### src/rtl/alu_pkg.sv
// Shared definitions for the ALU issue stage: ALU operation codes, MIPS
// opcode/funct values, the decoded-entry record and a few small helpers.
package alu_pkg;

    localparam logic [3:0] ALUC_ADD  = 4'd0;
    localparam logic [3:0] ALUC_ADDU = 4'd1;
    localparam logic [3:0] ALUC_SUB  = 4'd2;
    localparam logic [3:0] ALUC_SUBU = 4'd3;
    localparam logic [3:0] ALUC_AND  = 4'd4;
    localparam logic [3:0] ALUC_OR   = 4'd5;
    localparam logic [3:0] ALUC_XOR  = 4'd6;
    localparam logic [3:0] ALUC_NOR  = 4'd7;
    localparam logic [3:0] ALUC_SLT  = 4'd8;
    localparam logic [3:0] ALUC_SLTU = 4'd9;
    localparam logic [3:0] ALUC_SLL  = 4'd10;
    localparam logic [3:0] ALUC_SRL  = 4'd11;
    localparam logic [3:0] ALUC_SRA  = 4'd12;
    localparam logic [3:0] ALUC_LUI  = 4'd13;

    localparam logic [5:0] OP_RTYPE = 6'h00;
    localparam logic [5:0] OP_ADDI  = 6'h08;
    localparam logic [5:0] OP_ADDIU = 6'h09;
    localparam logic [5:0] OP_SLTI  = 6'h0A;
    localparam logic [5:0] OP_SLTIU = 6'h0B;
    localparam logic [5:0] OP_ANDI  = 6'h0C;
    localparam logic [5:0] OP_ORI   = 6'h0D;
    localparam logic [5:0] OP_XORI  = 6'h0E;
    localparam logic [5:0] OP_LUI   = 6'h0F;

    localparam logic [5:0] F_SLL  = 6'h00;
    localparam logic [5:0] F_SRL  = 6'h02;
    localparam logic [5:0] F_SRA  = 6'h03;
    localparam logic [5:0] F_SLLV = 6'h04;
    localparam logic [5:0] F_SRLV = 6'h06;
    localparam logic [5:0] F_SRAV = 6'h07;
    localparam logic [5:0] F_ADD  = 6'h20;
    localparam logic [5:0] F_ADDU = 6'h21;
    localparam logic [5:0] F_SUB  = 6'h22;
    localparam logic [5:0] F_SUBU = 6'h23;
    localparam logic [5:0] F_AND  = 6'h24;
    localparam logic [5:0] F_OR   = 6'h25;
    localparam logic [5:0] F_XOR  = 6'h26;
    localparam logic [5:0] F_NOR  = 6'h27;
    localparam logic [5:0] F_SLT  = 6'h2A;
    localparam logic [5:0] F_SLTU = 6'h2B;

    // One decoded instruction as it travels through the skid buffer
    typedef struct packed {
        logic [31:0] a;
        logic [31:0] b;
        logic [3:0]  aluc;
        logic        ovfTrapEn;
        logic        illegal;
    } entry_t;

    localparam int ENTRY_W = $bits(entry_t);

    function automatic logic [31:0] signExt16(input logic [15:0] imm);
        return {{16{imm[15]}}, imm};
    endfunction

    function automatic logic [31:0] zeroExt16(input logic [15:0] imm);
        return {16'b0, imm};
    endfunction

    // Builds a legal (decodable) entry
    function automatic entry_t makeEntry(input logic [31:0] a, input logic [31:0] b,
                                         input logic [3:0] aluc, input logic ovfTrapEn);
        entry_t e;
        e.a         = a;
        e.b         = b;
        e.aluc      = aluc;
        e.ovfTrapEn = ovfTrapEn;
        e.illegal   = 1'b0;
        return e;
    endfunction

endpackage

### src/rtl/alu_issue_stage_if.sv
// Handshake bus of the ALU issue stage: upstream valid/ready with the
// instruction and register data, downstream valid/ready with ALU operands.
interface alu_issue_stage_if;

    logic        in_valid;
    logic        in_ready;
    logic [31:0] instr;
    logic [31:0] rs_data;
    logic [31:0] rt_data;
    logic        out_valid;
    logic        out_ready;
    logic [31:0] a;
    logic [31:0] b;
    logic [3:0]  aluc;
    logic        ovf_trap_en;
    logic        illegal;

    // View used by the issue stage itself
    modport slave (
        input  in_valid, instr, rs_data, rt_data, out_ready,
        output in_ready, out_valid, a, b, aluc, ovf_trap_en, illegal
    );

    // View used by the surrounding pipeline (register read + ALU)
    modport master (
        output in_valid, instr, rs_data, rt_data, out_ready,
        input  in_ready, out_valid, a, b, aluc, ovf_trap_en, illegal
    );

endinterface

### src/rtl/alu_issue_decode.sv
// Purely combinational decoder: MIPS instruction word plus rs/rt data
// into ALU operands, operation code and trap/illegal flags.
module alu_issue_decode
    import alu_pkg::*;
#(
    parameter logic [3:0] ILLEGAL_ALUC = 4'd1
) (
    input  logic [31:0] i_instr,
    input  logic [31:0] i_rsData,
    input  logic [31:0] i_rtData,
    output entry_t      o_entry
);

    logic [5:0]  w_op;
    logic [5:0]  w_funct;
    logic [15:0] w_imm;
    logic [31:0] w_shamtExt;
    logic [31:0] w_rsShamtExt;
    logic        w_unusedFields;

    assign w_op           = i_instr[31:26];
    assign w_funct        = i_instr[5:0];
    assign w_imm          = i_instr[15:0];
    assign w_shamtExt     = {27'b0, i_instr[10:6]};
    assign w_rsShamtExt   = {27'b0, i_rsData[4:0]};
    assign w_unusedFields = ^i_instr[25:16];

    // Table decode; anything not listed falls through to the illegal entry with zero operands
    always_comb begin
        o_entry         = '0;
        o_entry.aluc    = ILLEGAL_ALUC;
        o_entry.illegal = 1'b1;
        case (w_op)
            OP_RTYPE: begin
                case (w_funct)
                    F_ADD:   o_entry = makeEntry(i_rsData, i_rtData, ALUC_ADD, 1'b1);
                    F_ADDU:  o_entry = makeEntry(i_rsData, i_rtData, ALUC_ADDU, 1'b0);
                    F_SUB:   o_entry = makeEntry(i_rsData, i_rtData, ALUC_SUB, 1'b1);
                    F_SUBU:  o_entry = makeEntry(i_rsData, i_rtData, ALUC_SUBU, 1'b0);
                    F_AND:   o_entry = makeEntry(i_rsData, i_rtData, ALUC_AND, 1'b0);
                    F_OR:    o_entry = makeEntry(i_rsData, i_rtData, ALUC_OR, 1'b0);
                    F_XOR:   o_entry = makeEntry(i_rsData, i_rtData, ALUC_XOR, 1'b0);
                    F_NOR:   o_entry = makeEntry(i_rsData, i_rtData, ALUC_NOR, 1'b0);
                    F_SLT:   o_entry = makeEntry(i_rsData, i_rtData, ALUC_SLT, 1'b0);
                    F_SLTU:  o_entry = makeEntry(i_rsData, i_rtData, ALUC_SLTU, 1'b0);
                    F_SLL:   o_entry = makeEntry(w_shamtExt, i_rtData, ALUC_SLL, 1'b0);
                    F_SRL:   o_entry = makeEntry(w_shamtExt, i_rtData, ALUC_SRL, 1'b0);
                    F_SRA:   o_entry = makeEntry(w_shamtExt, i_rtData, ALUC_SRA, 1'b0);
                    F_SLLV:  o_entry = makeEntry(w_rsShamtExt, i_rtData, ALUC_SLL, 1'b0);
                    F_SRLV:  o_entry = makeEntry(w_rsShamtExt, i_rtData, ALUC_SRL, 1'b0);
                    F_SRAV:  o_entry = makeEntry(w_rsShamtExt, i_rtData, ALUC_SRA, 1'b0);
                    default: ;
                endcase
            end
            OP_ADDI:  o_entry = makeEntry(i_rsData, signExt16(w_imm), ALUC_ADD, 1'b1);
            OP_ADDIU: o_entry = makeEntry(i_rsData, signExt16(w_imm), ALUC_ADDU, 1'b0);
            OP_SLTI:  o_entry = makeEntry(i_rsData, signExt16(w_imm), ALUC_SLT, 1'b0);
            OP_SLTIU: o_entry = makeEntry(i_rsData, signExt16(w_imm), ALUC_SLTU, 1'b0);
            OP_ANDI:  o_entry = makeEntry(i_rsData, zeroExt16(w_imm), ALUC_AND, 1'b0);
            OP_ORI:   o_entry = makeEntry(i_rsData, zeroExt16(w_imm), ALUC_OR, 1'b0);
            OP_XORI:  o_entry = makeEntry(i_rsData, zeroExt16(w_imm), ALUC_XOR, 1'b0);
            OP_LUI:   o_entry = makeEntry(32'b0, zeroExt16(w_imm), ALUC_LUI, 1'b0);
            default:  ;
        endcase
    end

endmodule

### src/rtl/alu_issue_stage.sv
// ALU issue stage: decodes the incoming instruction and holds results in a
// 2-entry skid buffer so the ALU side can stall without creating bubbles.
// in_ready is registered and depends only on the buffer fill, never on out_ready.
module alu_issue_stage
    import alu_pkg::*;
#(
    parameter int         DEPTH        = 2,
    parameter logic [3:0] ILLEGAL_ALUC = 4'd1
) (
    input  logic            clk,
    input  logic            rst_n,
    alu_issue_stage_if.slave bus
);

    if (DEPTH != 2) begin : g_depthCheck
        $error("alu_issue_stage: DEPTH must be 2");
    end

    entry_t     w_dec;
    entry_t     w_head;
    entry_t     r_entry [2];
    logic [1:0] r_count;
    logic       r_head;
    logic       r_inReady;
    logic       w_push;
    logic       w_pop;
    logic       w_outValid;
    logic       w_tail;
    logic [1:0] w_countNext;

    alu_issue_decode #(
        .ILLEGAL_ALUC(ILLEGAL_ALUC)
    ) u_decode (
        .i_instr (bus.instr),
        .i_rsData(bus.rs_data),
        .i_rtData(bus.rt_data),
        .o_entry (w_dec)
    );

    assign w_outValid = (r_count != 2'd0);
    assign w_push     = bus.in_valid & r_inReady;
    assign w_pop      = w_outValid & bus.out_ready;
    assign w_tail     = r_head ^ (r_count == 2'd1);

    // Fill level after this cycle's transfers; push and pop together leave it unchanged
    always_comb begin
        w_countNext = r_count;
        if (w_push && !w_pop) begin
            w_countNext = r_count + 2'd1;
        end else if (!w_push && w_pop) begin
            w_countNext = r_count - 2'd1;
        end
    end

    // Buffer storage, head pointer, fill count and the registered ready flag
    always_ff @(posedge clk) begin
        if (!rst_n) begin
            r_entry[0] <= '0;
            r_entry[1] <= '0;
            r_head     <= 1'b0;
            r_count    <= 2'd0;
            r_inReady  <= 1'b1;
        end else begin
            if (w_push) begin
                r_entry[w_tail] <= w_dec;
            end
            if (w_pop) begin
                r_head <= ~r_head;
            end
            r_count   <= w_countNext;
            r_inReady <= (w_countNext != 2'd2);
        end
    end

    assign w_head          = r_entry[r_head];
    assign bus.in_ready    = r_inReady;
    assign bus.out_valid   = w_outValid;
    assign bus.a           = w_head.a;
    assign bus.b           = w_head.b;
    assign bus.aluc        = w_head.aluc;
    assign bus.ovf_trap_en = w_head.ovfTrapEn;
    assign bus.illegal     = w_head.illegal;

endmodule

### src/flat_wrapper.sv
// flat-port wrapper written by rule: the top's interface ports become plain ports
module alu_issue_stage_flat import alu_pkg::*;
#(
    parameter int         DEPTH        = 2,
    parameter logic [3:0] ILLEGAL_ALUC = 4'd1
)
  (clk, rst_n, bus_in_valid, bus_instr, bus_rs_data, bus_rt_data, bus_out_ready, bus_in_ready, bus_out_valid, bus_a, bus_b, bus_aluc, bus_ovf_trap_en, bus_illegal);
  alu_issue_stage_if bus_i ();
  input  logic clk;
  input  logic rst_n;
  input wire logic [$bits(bus_i.in_valid)-1:0] bus_in_valid;
  input wire logic [$bits(bus_i.instr)-1:0] bus_instr;
  input wire logic [$bits(bus_i.rs_data)-1:0] bus_rs_data;
  input wire logic [$bits(bus_i.rt_data)-1:0] bus_rt_data;
  input wire logic [$bits(bus_i.out_ready)-1:0] bus_out_ready;
  output wire logic [$bits(bus_i.in_ready)-1:0] bus_in_ready;
  output wire logic [$bits(bus_i.out_valid)-1:0] bus_out_valid;
  output wire logic [$bits(bus_i.a)-1:0] bus_a;
  output wire logic [$bits(bus_i.b)-1:0] bus_b;
  output wire logic [$bits(bus_i.aluc)-1:0] bus_aluc;
  output wire logic [$bits(bus_i.ovf_trap_en)-1:0] bus_ovf_trap_en;
  output wire logic [$bits(bus_i.illegal)-1:0] bus_illegal;
  assign bus_i.in_valid = bus_in_valid;
  assign bus_i.instr = bus_instr;
  assign bus_i.rs_data = bus_rs_data;
  assign bus_i.rt_data = bus_rt_data;
  assign bus_i.out_ready = bus_out_ready;
  assign bus_in_ready = bus_i.in_ready;
  assign bus_out_valid = bus_i.out_valid;
  assign bus_a = bus_i.a;
  assign bus_b = bus_i.b;
  assign bus_aluc = bus_i.aluc;
  assign bus_ovf_trap_en = bus_i.ovf_trap_en;
  assign bus_illegal = bus_i.illegal;
  alu_issue_stage #(.DEPTH(DEPTH), .ILLEGAL_ALUC(ILLEGAL_ALUC)) u_core (.clk(clk), .rst_n(rst_n), .bus(bus_i));
endmodule
### config.mk
export PLATFORM = sky130hd
export DESIGN_NAME = alu_issue_stage_flat
export DESIGN_NICKNAME = d
export VERILOG_FILES = /design/src/rtl/alu_pkg.sv /design/src/rtl/alu_issue_stage_if.sv /design/src/rtl/alu_issue_decode.sv /design/src/rtl/alu_issue_stage.sv /design/src/flat_wrapper.sv
export SDC_FILE = /design/constraint.sdc
export NUM_CORES = 1
export LEC_CHECK = 0
export ABC_AREA = 1
export BUFFER_PORTS_ARGS = -buffer_cell sky130_fd_sc_hd__buf_2
export CAP_MARGIN = 25
export CORE_ASPECT_RATIO = 0.75
export CORE_UTILIZATION = 45
export CTS_CLUSTER_SIZE = 28
export DETAILED_ROUTE_END_ITERATION = 8
export MAX_ROUTING_LAYER = met4
export PLACE_DENSITY = 0.74
export SYNTH_ARGS = -nofsm -noshare
export SYNTH_HDL_FRONTEND = slang
export SYNTH_SLANG_ARGS = --single-unit
### constraint.sdc
create_clock -name clk -period 3.8 [get_ports clk]
set_input_delay 0.38 -clock clk [delete_from_list [all_inputs] [get_ports clk]]
set_output_delay 0.38 -clock clk [all_outputs]
set_load 0.01 [all_outputs]
Yosys cells after proc, flatten, opt, wreduce, memory -nomap -nowiden
Memory sizes are Yosys's and may differ from the RTL's. A register that Yosys moved wholly into a read port is not among the register bits. Cells that the tools add are included. W data, S select, Z words.

Bits in writable memories: 140. Memories: 1. Bits in registers: 4. Output and inout port bits: 72. Bits of input ports: 100. Logic and storage cells: 56.

Reduce and logical (&&, ||, !) cells: 8. Equal/unequal tests: 25. Muxes and demuxes: 13. Bitwise operators: 4. $add $sub $neg: 2.

Memory list: u_core.r_entry (depth 2, width 70, rd ports 1, clocked after memory_dff 1, write ports 2, line alu_issue_stage.sv:21) `entry_t r_entry [2];`.

Operator list (count): $pmux W70 S16 (1); $pmux W70 S9 (1); $mux W70 (1); $reduce_or A70 Y1 (1); $eq A6 B6 Y1 const B (10); $eq A6 B4 Y1 const B (8); $eq A6 B3 Y1 const B (3); $eq A6 B2 Y1 const B (2); $logic_not A6 Y1 (2); $mux W1 (8); $mux W2 (2); $add A2 B1 Y2 const B (1); $and A1 B1 Y1 (2); $eq A2 B1 Y1 const B (1); $logic_and A1 B1 Y1 (2); $logic_not A1 Y1 (2); $ne A2 B2 Y1 const B (1); $reduce_bool A2 Y1 (1); $sub A2 B1 Y2 const B (1); $not A1 Y1 (1); $xor A1 B1 Y1 (1).

Longest topological paths before layout
Gate-level depths: netlist of the first run.

Depth in word-level cells: 6. Mapped depth: 9. Depth with buffers taken out: 9.

Modules after synthesis
A second synthesis of the first run with hierarchy kept.

Cell total of the unflattened synthesis: 716. Area, all modules: 7414.6 um2.

Modules (own cells, without submodules): alu_issue_stage (cells each 480, area an instance 6316.1 um2, instances 1, seq. area each 4304.1 um2); alu_issue_decode (cells each 236, area an instance 1098.6 um2, instances 1, seq. area each 0.0 um2).

Least setup slack after synthesis of the first run
Ideal clock, no wire load.

Path type: register -> register. Start point: register u_core.r_count[1]. End point: memory u_core.r_entry[1][0] in the netlist's numbering (enable). Clock period less this slack: 3.076 ns. Slack: 0.724 ns. Data required time: 3.072 ns. Arrival time: 2.348 ns. Path buffers: 1. Library setup time: 0.728 ns. Stages on the path, launching flop included: 8. Cells stage by stage: dfxtp_1 -> inv_1 -> ha_1 -> xnor2_1 -> inv_1 -> nand2_1 -> buf_2 -> nand2_1.

RTL lines: start: declaration (line alu_issue_stage.sv:22) `logic [1:0] r_count;`; start signal: assignment (line alu_issue_stage.sv:70) `r_count <= w_countNext;`; end: declaration (line alu_issue_stage.sv:21).

==> results.ini, run 1 <==
[synthesis]
ys_types=34
synth_edf_count=140
synth_area_um2=7220
synth_most_common_cell=edfxtp_1
syn_nets=686
ys_ff_latch=145
synth_area_leaders=edfxtp_1, mux2_2, a21oi_1
synth_top_area_frac=0.582
synth_ff_type=edfxtp_1
synthArstFlopShare=0
avgSynthCellArea_um2=12.4
synth_area_leader_cell=edfxtp_1
syn_inst=584
ys_seq_area_frac=0.596
synth-warning-count=0
netlist_top_cells_count=edfxtp_1, a21oi_1, mux2_2, nand2_1, nor2_2

[global_routing]
grt_pass1_wl_mm=25.8
antenna_found_initial=3
first_global_vias=5155
grt_usage=0.212
grt_max_degree=71
grt_overflow_total=0

[setup_path]
r2r-start=u_core.r_count[1]
path_max_fanout=70
rrSetupSlack_ps=1350
worstPathRequired_ps=3420
r2r_end=u_core.r_entry[0][10]
critPathMaxStageDelay_ps=1030
crit_path_start_kind=flop
critPathKind=reg2out
worstPathCellList=mux2_2, buf_2
cp.arrival_ps=2080
critPathSlowestCell=dfxtp_4
endpoint_kind=output port
crit_end=bus_b[26]
ff2ff_path_depth=6

[hold_path]
min_path_type=in2reg
min_from=rst_n

[detailed_routing]
first_pass_iters=4
drc=0
vias_per_cell=5.26
vias=5024
drt-total-wl_mm=16.6
drtIter0Drc=348
ant_nets=0
wl_per_cell_um=17.4

[pwr]
vdd_drop_max_mv=0.459
power_density_nw_per_um2=609
total_power_uw=5380
p_leak_uw=0.00348

[final_layout]
area.sequential_um2=4310
fillCellCount=1299
synthToLayoutAreaGrowth_pct=22.2
drive_above_1_share=0.497
multi_input_area_um2=2670
fin_nets=836

[timing]
max_freq_ghz=0.407
relSlewSlack=0.316
period_share=0.646
period_needed_ps=2460
rsz0062_at_grt=no
worstMarginPinSlew_ps=1030
setup_viol=0
fin_skew_ps=11.6
fin_tns_setup_ps=0
maxSlewViolCount=0
hold_viol_final=0

[clocking]
cts_root_buf=clkbuf_16
cts_buffers=17
post-cts-setup-buffers=0
cts_num_sinks=145
path_clk_slew_ps=60
postCtsResizedCells=0
cts_tree=done
clk-insertion-delay-late_ps=430
hold_buffers=0
clock_path_buffers=2
htree_num_levels=4

[die]
die_w_um=148
die_area_um2=16600
die-height_um=112
fp.coreArea_um2=15500
core.rowCount=39
initial_core_util=0.467
ios=172

[placement]
globalplace.congestion=0.838
portBuffers=161
place_hpwl_mm=10.2

[run]
cap_violations=0

[outcome]
status=finished clean

[through the flow]
stage / utilization / instance area (um2) / instances / hold slack, ps / setup slack [ps]
floorplan: - / 7220 / 584 / 465 / 724
finish: 0.570 / 8820 / 955 / 242 / 1340
global placement: 0.527 / 8160 / 919 / 531 / 1240
detailed placement: 0.527 / 8160 / 919 / 555 / 1170
CTS: 0.569 / 8800 / 951 / 215 / 1300
global route: 0.570 / 8820 / 955 / 241 / 1190
[worst max-delay path, delay by kind of cell, from the launching register on]
kind	cells	cell delay, ps
buffers and inverters	1	150
flip-flops	1	1030
multiplexers	1	450
[sequential cells by signal, indices dropped and copies added, names as in the netlist, named ones only]
register,cells
u_core.r_count,2
u_core.r_head,1
u_core.bus.in_ready,1
u_core.r_entry,140
[kinds of logic (layout without fill, tap and decap cells)]
| logic type | after synthesis | after routing | share of synthesized area |
|---|---|---|---|
| AO/OA/AOI/OAI | 94 | 94 | 0.0686 |
| AND/OR/NAND/NOR | 214 | 214 | 0.179 |
| other | 0 | 3 | 0 |
| adder cells (fa/ha/maj) | 2 | 2 | 0.00346 |
| multiplexers | 71 | 71 | 0.111 |
| buffers and inverters | 55 | 218 | 0.0391 |
| XOR/XNOR | 3 | 3 | 0.00364 |
| flip-flops | 145 | 145 | 0.596 |
[cell usage in the layout, fill, tap and decap left out, types with 5 or more instances in the layout]
master     netlist  layout
a21oi_1         83      83
buf_2           14     161
clkbuf_16        0      17
edfxtp_1       140     140
inv_1           14      14
inv_2            5       5
mux2_2          71      71
nand2_1         71      67
nand2_4         20      24
nand3_1         20      20
nand3_2         21      21
nor2_1          28      28
nor2_2          43      43
[report_power, final]
part	switching, uW	internal (uW)	leakage [uW]	total, uW
sequential	184	2040	0.00151	2230
clock	674	1140	0.000299	1810
combinational	773	566	0.00167	1340
[how the worst min path moves through the flow]
stage	depth (start not counted)	to	slack [ps]
detailed placement	2	flop	550
CTS	2	u_core.bus.in_ready	220
finish	2	u_core.bus.in_ready	240
floorplan	1	u_core.bus.in_ready	470
global placement	2	u_core.r_head	530
global route	2	u_core.bus.in_ready	240
[area by class of cell]
class	count	share of cell area
Clock inverter	12	0.0206
Multi-Input combinational cell	384	0.302
Tap cell	205	0.0291
Antenna cell	3	0.000851
Timing Repair Buffer	167	0.0992
Clock buffer	20	0.0518
Inverter	19	0.00808
Sequential cell	145	0.488
[layer usage]
layer  GRT usage  part of all wire  vias to the layer above
met4      0.0811             0.013                        0
met1       0.257              0.44                     2436
met5           -                 0                        -
li1            -                 -                     2392
met2       0.339              0.48                      178
met3      0.0561             0.068                       18
Power figures use the tool's default switching activity.
==> run 2, diff against run 1 <==
--- a/config.mk
+++ b/config.mk
@@ -13,7 +13,7 @@
 export CTS_CLUSTER_SIZE = 28
 export DETAILED_ROUTE_END_ITERATION = 8
 export MAX_ROUTING_LAYER = met4
-export PLACE_DENSITY = 0.74
+export PLACE_DENSITY = 0.76
 export SYNTH_ARGS = -nofsm -noshare
 export SYNTH_HDL_FRONTEND = slang
 export SYNTH_SLANG_ARGS = --single-unit
==> constraint.sdc (replaced) <==
create_clock -name clk -period 2.25 [get_ports clk]
set_input_delay 0.225 -clock clk [delete_from_list [all_inputs] [get_ports clk]]
set_output_delay 0.225 -clock clk [all_outputs]
set_load 0.01 [all_outputs]
==> results.ini, run 2 (same netlist as run 1, synthesis figures left out) <==
[global_routing]
grt_overflow_total=0  ; unchanged
grt_pass1_wl_mm=26.0  ; was 25.8 mm
grt_usage=0.213  ; was 0.212
grt_max_degree=71  ; unchanged
antenna_found_initial=3  ; unchanged
first_global_vias=5180  ; was 5,155

[final_layout]
final_common_cell=buf_2  ; unchanged
drive_above_1_share=0.500  ; was 0.497
fin_nets=847  ; was 836
largest_register_ffs=140  ; unchanged
synthToLayoutAreaGrowth_pct=23.0  ; was 22.2%
largest-register=u_core.r_entry  ; unchanged
final_cell_mix=buf_2, edfxtp_1, a21oi_1  ; unchanged
fillCellCount=1254  ; was 1,299
largestRegisters=u_core.r_entry x140, u_core.r_count x2  ; unchanged

[timing]
period_needed_ps=2090
rsz0062_at_grt=no  ; unchanged
fin_tns_setup_ps=0  ; unchanged
max_freq_ghz=0.477
worst_slack_ps=155  ; was 1340 ps
maxSlewViolCount=0  ; unchanged
period_share=0.931
hold_viol_final=0  ; unchanged
relSlewSlack=0.557  ; was 0.316
worstMarginPinSlew_ps=664  ; was 1030 ps
setup_viol=0  ; unchanged
fin_skew_ps=8.16  ; was 11.6 ps

[placement]
place_hpwl_mm=10.8  ; was 10.2 mm
portBuffers=161  ; unchanged
place_ws_ps=275  ; was 1170 ps
globalplace.congestion=0.864  ; was 0.838

[setup_path]
crit_path_start_kind=flop  ; unchanged
worstPathCellList=buf_4, mux2_2, buf_2  ; was mux2_2, buf_2
cp_num_buf_inv=2  ; was 1
critPathSlowestCell=dfxtp_4  ; unchanged
worstPathRequired_ps=2030  ; was 3420 ps
endpoint_kind=output port  ; unchanged
path_max_fanout=28  ; was 70
critPathKind=reg2out  ; unchanged
cp.arrival_ps=1870  ; was 2080 ps
critical_path.top_delay_family=flip-flops  ; unchanged
rrSetupSlack_ps=360  ; was 1350 ps
critPathMaxStageDelay_ps=650  ; was 1030 ps

[detailed_routing]
first_pass_iters=7  ; was 4
wl_per_cell_um=17.0  ; was 17.4 um
ant_nets=0  ; unchanged
drc=0  ; unchanged
drtIter0Drc=338  ; was 348
drt-total-wl_mm=16.4  ; was 16.6 mm
vias_per_cell=5.24  ; was 5.26
vias=5058  ; was 5,024

[clocking]
post-cts-setup-buffers=0  ; unchanged
clk-insertion-delay-late_ps=420  ; was 430 ps
cts_tree=done  ; unchanged
htree_num_levels=4  ; unchanged
cts_root_buf=clkbuf_16  ; unchanged
cts_num_sinks=145  ; unchanged
path_clk_slew_ps=60  ; about the same
postCtsResizedCells=0  ; unchanged
cts_buffers=17  ; unchanged
hold_buffers=0  ; unchanged
clock_path_buffers=2  ; unchanged

[hold_path]
min_path_type=in2reg  ; unchanged

[pwr]
p_int_uw=6130  ; was 3750 uW
power_density_nw_per_um2=995  ; was 609 nW/um2
pwr-share-comb=0.281  ; was 0.249
p_leak_uw=0.00353  ; was 0.00348 uW
swShare=0.307  ; was 0.303
p_sw_uw=2710  ; was 1630 uW
vdd_drop_max_mv=0.519  ; was 0.459 mV
pwr-share-clk=0.306  ; was 0.337
power_frac_seq=0.412  ; was 0.414

[die]
initial_core_util=0.467  ; unchanged
core.rowCount=39  ; unchanged
die_w_um=148  ; unchanged
die-height_um=112  ; unchanged
fp.coreArea_um2=15500  ; unchanged
ios=172  ; unchanged
die_area_um2=16600  ; unchanged

[outcome]
status=finished clean  ; unchanged

[run]
cap_violations=0  ; unchanged

-- run 2: changes by cell type in the layout (fill, tap and decap cells not counted), moves of 3 or more --
cell and delta:
buf_4 +7, buf_12 +4, clkinv_1 +4, clkinvlp_4 -3
-- run 2: power groups by stage --
stage / clock [uW] / combinational, uW / sequential (uW)
6_report: 2710 / 2490 / 3650
5_1_grt: 2850 / 2690 / 3690
4_1_cts: 2730 / 2520 / 3650
3_5_place_dp: 0 / 2500 / 3710
3_3_place_gp: 0 / 2460 / 3670
2_1_floorplan: 0 / 1590 / 3570
-- run 2: final timing paths --
kind | cells past startpoint | startpoint | to
max | 3 | flop | bus_b[19]
min | 2 | rst_n | u_core.bus.in_ready
max reg2reg | 7 | u_core.r_count[1] | u_core.r_entry[1][32]
min reg2reg | 2 | u_core.r_head | flop
-- run 2: final cells by class --
class | instances | area [um2] | area share
Tap cell | 205 | 256 | 0.0289
Antenna cell | 3 | 7.51 | 0.000845
Inverter | 19 | 71.3 | 0.00803
Clock buffer | 17 | 425 | 0.0479
Sequential cell | 145 | 4310 | 0.485
Clock inverter | 15 | 141 | 0.0159
Multi-Input combinational cell | 384 | 2670 | 0.300
Timing Repair Buffer | 178 | 1010 | 0.113
-- run 2: per-stage QoR --
step	utilization	total power (uW)	hold WS (ps)	instances	instance area, um2
after floorplan	-	5160	310	584	7240
after CTS	0.574	8910	66.7	963	8880
after global placement	0.537	6130	491	931	8310
after global routing	0.574	9230	80.2	966	8890
final	0.574	8840	76.6	966	8890
after detailed placement	0.537	6210	502	931	8310
-- run 2: layer usage --
layer / up-vias / GRT usage / share of wire
li1: 2428 / - / -
met1: 2391 / 0.254 / 0.42
met2: 223 / 0.344 / 0.49
met3: 16 / 0.0635 / 0.088
met4: 0 / 0.0667 / 0.0088
met5: - / - / 0
==> run 3, diff against run 2 <==
--- a/config.mk
+++ b/config.mk
@@ -7,13 +7,12 @@
 export LEC_CHECK = 0
 export ABC_AREA = 1
 export BUFFER_PORTS_ARGS = -buffer_cell sky130_fd_sc_hd__buf_2
-export CAP_MARGIN = 25
 export CORE_ASPECT_RATIO = 0.75
-export CORE_UTILIZATION = 45
+export CORE_UTILIZATION = 49
 export CTS_CLUSTER_SIZE = 28
 export DETAILED_ROUTE_END_ITERATION = 8
 export MAX_ROUTING_LAYER = met4
-export PLACE_DENSITY = 0.76
+export PLACE_DENSITY = 0.82
 export SYNTH_ARGS = -nofsm -noshare
 export SYNTH_HDL_FRONTEND = slang
 export SYNTH_SLANG_ARGS = --single-unit
==> results.ini, run 3 (same netlist as run 1, synthesis figures left out) <==
[clocking]
clk-insertion-delay-late_ps=410  ; was 420 ps
cts_num_sinks=145  ; unchanged
cts_tree=done  ; unchanged
post-cts-setup-buffers=0  ; unchanged
cts_root_buf=clkbuf_16  ; unchanged
path_clk_slew_ps=60  ; about the same
htree_num_levels=4  ; unchanged
hold_buffers=0  ; unchanged
clock_path_buffers=2  ; unchanged
postCtsResizedCells=0  ; unchanged
cts_buffers=17  ; unchanged

[final_layout]
largest-register=u_core.r_entry  ; unchanged
final_area_um2=8920  ; was 8890 um2
multi_input_area_um2=2670  ; unchanged
area.sequential_um2=4310  ; unchanged
largestRegisters=u_core.r_entry x140, u_core.r_count x2  ; unchanged
final_cell_mix=buf_2, edfxtp_1, a21oi_1  ; unchanged
fillCellCount=1121  ; was 1,254
drive_above_1_share=0.497  ; was 0.500
synthToLayoutAreaGrowth_pct=23.4  ; was 23.0%
final_common_cell=buf_2  ; unchanged
largest_register_ffs=140  ; unchanged
fin_nets=845  ; was 847

[setup_path]
worstPathRequired_ps=2030  ; about the same
cp.arrival_ps=1690  ; was 1870 ps
critPathKind=reg2out  ; unchanged
path_max_fanout=70  ; was 28
cp_num_buf_inv=2  ; unchanged
critical_path.top_delay_family=buffers and inverters  ; was flip-flops
crit_path_start_kind=flop  ; unchanged
endpoint_kind=output port  ; unchanged
worstPathCellList=buf_12, mux2_2, buf_2  ; was buf_4, mux2_2, buf_2
critPathSlowestCell=mux2_2  ; was dfxtp_4
rrSetupSlack_ps=350  ; was 360 ps
critPathMaxStageDelay_ps=400  ; was 650 ps

[detailed_routing]
vias=5034  ; was 5,058
drc=0  ; unchanged
first_pass_iters=5  ; was 7
drtIter0Drc=302  ; was 338
vias_per_cell=5.27  ; was 5.24
ant_nets=0  ; unchanged
wl_per_cell_um=16.8  ; was 17.0 um
drt-total-wl_mm=16.1  ; was 16.4 mm

[pwr]
pwr-share-comb=0.282  ; was 0.281
pwr-share-clk=0.320  ; was 0.306
p_int_uw=6320  ; was 6130 uW
vdd_drop_max_mv=0.553  ; was 0.519 mV
power_density_nw_per_um2=1000  ; was 995 nW/um2
power_frac_seq=0.398  ; was 0.412
swShare=0.292  ; was 0.307
p_sw_uw=2610  ; was 2710 uW
p_leak_uw=0.00354  ; was 0.00353 uW

[die]
initial_core_util=0.501  ; was 0.467
die_w_um=142  ; was 148 um
die-height_um=107  ; was 112 um
ios=172  ; unchanged
die_area_um2=15200  ; was 16,600 um2
fp.coreArea_um2=14400  ; was 15,500 um2
core.rowCount=38  ; was 39

[timing]
fin_tns_setup_ps=0  ; unchanged
setup_viol=0  ; unchanged
fin_skew_ps=7.73  ; was 8.16 ps
period_share=0.850  ; was 0.931
relSlewSlack=0.591  ; was 0.557
hold_viol_final=0  ; unchanged
period_needed_ps=1910  ; was 2090 ps
rsz0062_at_grt=no  ; unchanged
max_freq_ghz=0.523  ; was 0.477 GHz
worstMarginPinSlew_ps=613  ; was 664 ps
maxSlewViolCount=0  ; unchanged
worst_slack_ps=338  ; was 155 ps

[outcome]
status=finished clean  ; unchanged

[placement]
portBuffers=161  ; unchanged
globalplace.congestion=0.868  ; was 0.864
post_dp_cell_area_um2=8320  ; was 8310 um2
place_ws_ps=351  ; was 275 ps
place_hpwl_mm=10.3  ; was 10.8 mm

[global_routing]
antenna_found_initial=1  ; was 3
grt_overflow_total=0  ; unchanged
first_global_vias=5312  ; was 5,180
grt_pass1_wl_mm=26.2  ; was 26.0 mm
grt_max_degree=71  ; unchanged
grt_usage=0.235  ; was 0.213

[hold_path]
min_path_type=in2reg  ; unchanged

[run]
cap_violations=0  ; unchanged

run 3: changes by cell type in the layout (fill, tap and decap cells not counted), sizes merged:
cell,previous run,this run
clkbuf,17,19
diode,3,1
clkinv,9,7
bufinv,2,4
buf,178,176
inv,22,19
run 3: worst paths after layout:
check	startpoint	cells after the start	to
max reg2reg	u_core.r_count[1]	7	u_core.r_entry[1][36]
min	rst_n	2	u_core.bus.in_ready
min reg2reg	u_core.r_head	2	u_core.r_head
max	flop	3	bus_b[18]
run 3: cell type report:
| class | count | share of cell area |
|---|---|---|
| tap | 200 | 0.0281 |
| antenna | 1 | 0.000281 |
| inverter | 19 | 0.00800 |
| multi-input combinational | 384 | 0.299 |
| sequential | 145 | 0.483 |
| clock buffer | 19 | 0.0485 |
| clock inverter | 12 | 0.0187 |
| timing repair buffer | 176 | 0.114 |
run 3: per-layer routing:
| metal | routed length [um] | share of wire | vias up | track usage |
|---|---|---|---|---|
| met5 | 0 | 0 | - | - |
| met4 | 189 | 0.012 | 0 | 0.0883 |
| met3 | 1270 | 0.079 | 19 | 0.0612 |
| met2 | 8010 | 0.50 | 206 | 0.395 |
| met1 | 6610 | 0.41 | 2401 | 0.272 |
| li1 | - | - | 2408 | - |
run 3: per-stage QoR:
step	hold slack [ps]	util	instances	power (uW)
after floorplan	310	-	584	5160
after global placement	486	0.577	924	6070
after detailed placement	517	0.577	924	6150
after CTS	84.4	0.619	955	9010
after global routing	97.5	0.619	956	9340
final	98.6	0.619	956	8940
run 3: worst reg2reg max path, stage by stage (launching register included):
cell     delay (ps)
dfxtp_1         310
inv_1            60
ha_1            200
xnor2_1         280
inv_1           130
nand2_4         290
buf_12          280
a21oi_1          90
run 3: power by group through the flow:
stage / Clock (uW) / Sequential (uW) / Combinational, uW
finish: 2860 / 3560 / 2520
global route: 3020 / 3600 / 2720
floorplan: 0 / 3570 / 1590
CTS: 2900 / 3560 / 2550
global placement: 0 / 3580 / 2490
detailed placement: 0 / 3620 / 2530
